`config.mk`:
```
export PLATFORM = sky130hd
export DESIGN_NAME = aud_mem_arbiter
export DESIGN_NICKNAME = d
export VERILOG_FILES = /design/src/rtl/aud_mem_arbiter.sv
export SDC_FILE = /design/constraint.sdc
export NUM_CORES = 1
export LEC_CHECK = 0
export CAP_MARGIN = 5
export CORE_AREA = 2 2 411 413
export DETAILED_ROUTE_END_ITERATION = 8
export DIE_AREA = 0 0 413 415
export GPL_TIMING_DRIVEN = 0
export SYNTH_ARGS = -nofsm -noshare
export SYNTH_HDL_FRONTEND = slang
export SYNTH_SLANG_ARGS = --single-unit
```
`constraint.sdc`:
```
create_clock -name clk_i -period 3.3 [get_ports clk_i]
set_input_delay 0.495 -clock clk_i [delete_from_list [all_inputs] [get_ports clk_i]]
set_output_delay 0.495 -clock clk_i [all_outputs]
set_load 0.05 [all_outputs]
```
`src/rtl/aud_mem_arbiter.sv`:
```
// Arbitrates one single-port audio word memory between recorder (write), echo processor
// and player (reads). Define ARB_RR_EN for round-robin arbitration; default is fixed priority.
module aud_mem_arbiter #(
    parameter int ADDR_W    = 7,
    parameter int DATA_W    = 256,
    parameter int RD_LAT    = 1,
    parameter int LAST_ADDR = 122
) (
    input  logic              clk_i,
    input  logic              rst_i,
    input  logic              rec_req_i,
    input  logic [ADDR_W-1:0] rec_addr_i,
    input  logic [DATA_W-1:0] rec_wdata_i,
    output logic              rec_ack_o,
    input  logic              prc_req_i,
    input  logic [ADDR_W-1:0] prc_addr_i,
    output logic              prc_ack_o,
    input  logic              ply_req_i,
    input  logic [ADDR_W-1:0] ply_addr_i,
    output logic              ply_ack_o,
    output logic [DATA_W-1:0] rd_data_o,
    output logic              addr_err_o,
    output logic              busy_o,
    output logic [1:0]        gnt_id_o,
    output logic [ADDR_W-1:0] mem_addr_o,
    output logic [DATA_W-1:0] mem_wdata_o,
    output logic              mem_wren_o,
    input  logic [DATA_W-1:0] mem_q_i
);

    typedef enum logic [1:0] {IDLE, ISSUE, WAIT, RESP} state_e;

    localparam logic [1:0]        ID_NONE  = 2'd0;
    localparam logic [1:0]        ID_REC   = 2'd1;
    localparam logic [1:0]        ID_PRC   = 2'd2;
    localparam logic [1:0]        ID_PLY   = 2'd3;
    localparam logic [ADDR_W-1:0] LAST_A   = ADDR_W'(LAST_ADDR);
    localparam logic [1:0]        CNT_LOAD = 2'(RD_LAT - 1);

    state_e            state_q;
    logic [1:0]        gnt_id_q;
    logic [1:0]        cnt_q;
    logic              busy_q;
    logic              rec_ack_q, prc_ack_q, ply_ack_q, addr_err_q;
    logic              mem_wren_q;
    logic [ADDR_W-1:0] mem_addr_q;
    logic [DATA_W-1:0] mem_wdata_q;
    logic [DATA_W-1:0] rd_data_q;

    logic [1:0]        win_id_d;
    logic [ADDR_W-1:0] win_addr_d;

`ifdef ARB_RR_EN
    logic [1:0] rr_last_q;  // id of the most recent grantee; the search starts just after it

    always_comb begin
        logic [1:0] cand;
        logic       hit;
        win_id_d = ID_NONE;
        cand     = rr_last_q;
        for (int i = 0; i < 3; i++) begin
            cand = (cand == ID_PLY) ? ID_REC : cand + 2'd1;
            unique case (cand)
                ID_REC:  hit = rec_req_i;
                ID_PRC:  hit = prc_req_i;
                ID_PLY:  hit = ply_req_i;
                default: hit = 1'b0;
            endcase
            if (win_id_d == ID_NONE && hit) win_id_d = cand;
        end
    end
`else
    always_comb begin
        win_id_d = ID_NONE;
        if (rec_req_i)      win_id_d = ID_REC;
        else if (prc_req_i) win_id_d = ID_PRC;
        else if (ply_req_i) win_id_d = ID_PLY;
    end
`endif

    always_comb begin
        unique case (win_id_d)
            ID_REC:  win_addr_d = rec_addr_i;
            ID_PRC:  win_addr_d = prc_addr_i;
            ID_PLY:  win_addr_d = ply_addr_i;
            default: win_addr_d = '0;
        endcase
    end

    // NOTE: every register, including the wide data words, is cleared by the synchronous
    // reset because all outputs must read 0 the cycle after reset, even mid-access.
    always_ff @(posedge clk_i) begin
        if (rst_i) begin
            state_q     <= IDLE;
            gnt_id_q    <= ID_NONE;
            cnt_q       <= '0;
            busy_q      <= 1'b0;
            rec_ack_q   <= 1'b0;
            prc_ack_q   <= 1'b0;
            ply_ack_q   <= 1'b0;
            addr_err_q  <= 1'b0;
            mem_wren_q  <= 1'b0;
            mem_addr_q  <= '0;
            mem_wdata_q <= '0;
            rd_data_q   <= '0;
`ifdef ARB_RR_EN
            rr_last_q   <= ID_REC;
`endif
        end else begin
            // Acks, error and write enable are single-cycle pulses unless re-armed below.
            rec_ack_q  <= 1'b0;
            prc_ack_q  <= 1'b0;
            ply_ack_q  <= 1'b0;
            addr_err_q <= 1'b0;
            mem_wren_q <= 1'b0;
            unique case (state_q)
                IDLE: begin
                    if (win_id_d != ID_NONE) begin
                        gnt_id_q <= win_id_d;
                        busy_q   <= 1'b1;
`ifdef ARB_RR_EN
                        rr_last_q <= win_id_d;
`endif
                        if (win_addr_d > LAST_A) begin
                            state_q    <= RESP;
                            addr_err_q <= 1'b1;
                            rec_ack_q  <= (win_id_d == ID_REC);
                            prc_ack_q  <= (win_id_d == ID_PRC);
                            ply_ack_q  <= (win_id_d == ID_PLY);
                        end else begin
                            state_q    <= ISSUE;
                            mem_addr_q <= win_addr_d;
                            if (win_id_d == ID_REC) begin
                                mem_wren_q  <= 1'b1;
                                mem_wdata_q <= rec_wdata_i;
                                rec_ack_q   <= 1'b1;
                            end
                        end
                    end
                end
                ISSUE: begin
                    if (gnt_id_q == ID_REC) begin
                        state_q  <= IDLE;
                        busy_q   <= 1'b0;
                        gnt_id_q <= ID_NONE;
                    end else begin
                        cnt_q   <= CNT_LOAD;
                        state_q <= WAIT;
                    end
                end
                WAIT: begin
                    if (cnt_q == 2'd0) begin
                        rd_data_q <= mem_q_i;
                        prc_ack_q <= (gnt_id_q == ID_PRC);
                        ply_ack_q <= (gnt_id_q == ID_PLY);
                        state_q   <= RESP;
                    end else begin
                        cnt_q <= cnt_q - 2'd1;
                    end
                end
                RESP: begin
                    state_q  <= IDLE;
                    busy_q   <= 1'b0;
                    gnt_id_q <= ID_NONE;
                end
                default: state_q <= IDLE;
            endcase
        end
    end

    assign rec_ack_o   = rec_ack_q;
    assign prc_ack_o   = prc_ack_q;
    assign ply_ack_o   = ply_ack_q;
    assign rd_data_o   = rd_data_q;
    assign addr_err_o  = addr_err_q;
    assign busy_o      = busy_q;
    assign gnt_id_o    = gnt_id_q;
    assign mem_addr_o  = mem_addr_q;
    assign mem_wdata_o = mem_wdata_q;
    assign mem_wren_o  = mem_wren_q;

endmodule

```
==> results.sh <==
export IMPL_dr_total_vias=21500
export IMPL_hold_depth=3
export IMPL_tightest_slew_ns=1.16
export IMPL_wire_per_inst_um=25.6
export IMPL_clkSlewWorstSetupHoldPaths_ns=0.06
export IMPL_reg2regPathDepth=8
export IMPL_clock_sinks=531
export IMPL_dieArea_um2=171000
export IMPL_clock_path_buffers=3
export IMPL_place_detailed_hpwl_mm=127
export IMPL_syn_avg_cell_area_um2=9.01
export IMPL_coreArea_um2=167000
export IMPL_start_util_pct=12.7
export IMPL_fill_cells=18300
export IMPL_postCtsSetupBuffers=0
export IMPL_rows=150
export IMPL_drt_iter0_markers=1607
export IMPL_via_per_inst=3.73
export IMPL_finalHoldViolations=0
export IMPL_grt_max_degree=13
export IMPL_pin_count=1065
export IMPL_r2r_end="rd_data_o[65]"
export IMPL_skew_ns=0.0456
export IMPL_r2r_slack_ns=0.38
export IMPL_root_buffer="clkbuf_16"
export IMPL_crit_fanout=10
export IMPL_ant_nets=0
export IMPL_grt_remaining_overflow=0
export IMPL_gp_congestion=0.980
export IMPL_dieWidth_um=413
export IMPL_hp_class="in2reg"
export IMPL_crit_type="reg2reg"
export IMPL_min_delay_start="mem_q_i[113]"
export IMPL_fin_crit_ns=2.92
export IMPL_post_cts_resized=1
export IMPL_synth_nets=2887
export IMPL_final_cell_mix="clkdlybuf4s50_1 (1,062), dfxtp_1 (531), nand2b_1 (518), nand2_1 (515), a21oi_1 (275)"
export IMPL_cp_end_kind="register"
export IMPL_synth_edf_count=0
export IMPL_yosys_register_bits=531
export IMPL_yosys_most_used_dff="dfxtp_1"
export IMPL_vdd_drop_max_mv=0.355
export IMPL_clkLatencyLatePin_ns=0.68
export IMPL_antenna_found_initial=53
export IMPL_hold_path_end="rd_data_o[113]"
export IMPL_portBuffers=1062
export IMPL_async_reset_ff_share_pct=0
export IMPL_yosysWarnings=0
export IMPL_nets=4023
export IMPL_drive_above_1_share_pct=4.97
export IMPL_slew_viol_final=0
export IMPL_final_area_um2=37100
export IMPL_finalCritPeriodShare_pct=88.6
export IMPL_fin_util_pct=22.3
export IMPL_setup_tns_ns=0
export IMPL_numCtsBuffers=71
export IMPL_required_ns=3.88
export IMPL_place_area_um2=34600
export IMPL_grt_pass1_vias=21000
export IMPL_max_slew_margin_pct=23.0
export IMPL_ys_seq_area_share_pct=50.3
export IMPL_power_leakage_nw=12.9
export IMPL_drtPass1Iterations=6
export IMPL_start_kind="register"
export IMPL_htreeDepth=3
export IMPL_finalWorstSetupSlack_ns=0.375
export IMPL_drc_errors=0
export IMPL_critical_path_arrival_ns=3.51
export IMPL_grt_pass1_wl_mm=191
export IMPL_r2r_start="state_q[1]"
export IMPL_run_status="finished, final reports clean"
export IMPL_setup_violations=0
export IMPL_syn2layout_area_growth_pct=75.4
export IMPL_grt_usage_pct=16.5
export IMPL_ys_types=38
export IMPL_post_place_ws_ns=-0.172
export IMPL_layout_commonest_cell="clkdlybuf4s50_1"
export IMPL_cts_tree="yes"
export IMPL_rsz0062_at_grt="false"
export IMPL_finalPower_w=0.0209
export IMPL_max_freq_ghz=0.342
export IMPL_netlist_instances=2348
export IMPL_maxCapViolations=0
export IMPL_syn_area_um2=21200
export IMPL_wl_mm=147
export IMPL_postCtsHoldBufs=0
export IMPL_die_h_um=415
export IMPL_p_per_area_nw_per_um2=564
logic make-up (layout without fill, tap and decap cells):
kind of cell,after synthesis,after routing,synth area share (%)
AO/OA/AOI/OAI,300,300,7.48
buffers and inverters,186,1377,4.41
flip-flops,531,531,50.3
XOR/XNOR,1,1,0.0414
adder cells (fa/ha/maj),1,1,0.0591
AND/OR/NAND/NOR,1070,1070,25.5
multiplexers,259,259,12.3
other,0,11,0
cells in the mapped netlist (4+ instances only):
cell	count	area (µm²)
nor3_1	7	35.0
o21a_1	5	37.5
buf_1	12	45.0
nor2b_1	4	25.0
dfxtp_1	531	10600
clkbuf_1	116	435
buf_6	27	304
a21oi_1	275	1380
nand3b_1	8	60.1
nor2_1	10	37.5
buf_2	23	115
nand2b_1	518	3240
nand2_1	515	1930
mux2i_1	259	2590
inv_1	6	22.5
worst max path at each step:
| stage | slack [ns] | cells past startpoint | end | from |
|---|---|---|---|---|
| floorplan | 1.24 | 10 | mem_wdata_o[0] | prc_req_i |
| global placement | -0.82 | 5 | rd_data_o[38] | rst_i |
| detailed placement | -0.17 | 5 | rd_data_o[34] | rst_i |
| CTS | 0.39 | 7 | rd_data_o[40] | cnt_q[0] |
| global route | 0.30 | 7 | rd_data_o[47] | cnt_q[0] |
| finish | 0.38 | 8 | rd_data_o[65] | state_q[1] |
flip-flops by register name, indices dropped and copies added (netlist names):
| signal | flops |
|---|---|
| mem_wdata_o | 256 |
| rd_data_o | 256 |
| mem_addr_o | 7 |
| cnt_q | 2 |
| gnt_id_o | 2 |
| state_q | 2 |
| addr_err_o | 1 |
| busy_o | 1 |
| mem_wren_o | 1 |
| ply_ack_o | 1 |
| prc_ack_o | 1 |
| rec_ack_o | 1 |
critical path, cell delays in order, from the launching register on:
cell,delay (ns)
dfxtp_1,0.32
buf_2,0.20
inv_1,0.09
nor3b_2,0.29
buf_6,0.22
clkbuf_1,0.68
clkbuf_1,0.62
nand2_1,0.24
a21oi_1,0.17
power by group:
| group | internal [W] | switching [W] |
|---|---|---|
| Sequential | 0.00689 | 0.000312 |
| Combinational | 0.00194 | 0.00344 |
| Clock | 0.00491 | 0.00343 |
| Total | 0.0137 | 0.00719 |
layer usage:
metal / GRT usage, % / vias up / wire length, µm
met5: 0 / - / 171
met2: 27.8 / 983 / 70600
li1: - / 9910 / -
met1: 19.9 / 10300 / 59500
met4: 5.39 / 26 / 4840
met3: 4.87 / 229 / 12100
stage by stage:
stage	instances	hold slack (ns)
5_1_grt	5749	0.323
3_3_place_gp	5614	0.443
6_report	5754	0.356
4_1_cts	5743	0.269
2_1_floorplan	2348	0.479
3_5_place_dp	5615	0.447
final cells by class:
| class | instances | area, µm² | area share (%) |
|---|---|---|---|
| sequential | 531 | 10600 | 28.7 |
| tap | 2204 | 2760 | 7.43 |
| timing repair buffer | 1063 | 10600 | 28.7 |
| multi-input combinational | 1631 | 9600 | 25.9 |
| clock buffer | 100 | 2070 | 5.57 |
| buffer | 179 | 910 | 2.45 |
| clock inverter | 28 | 443 | 1.19 |
| inverter | 7 | 26.3 | 0.0708 |
| antenna | 11 | 27.5 | 0.0742 |
(Power assumes the default switching activity.)
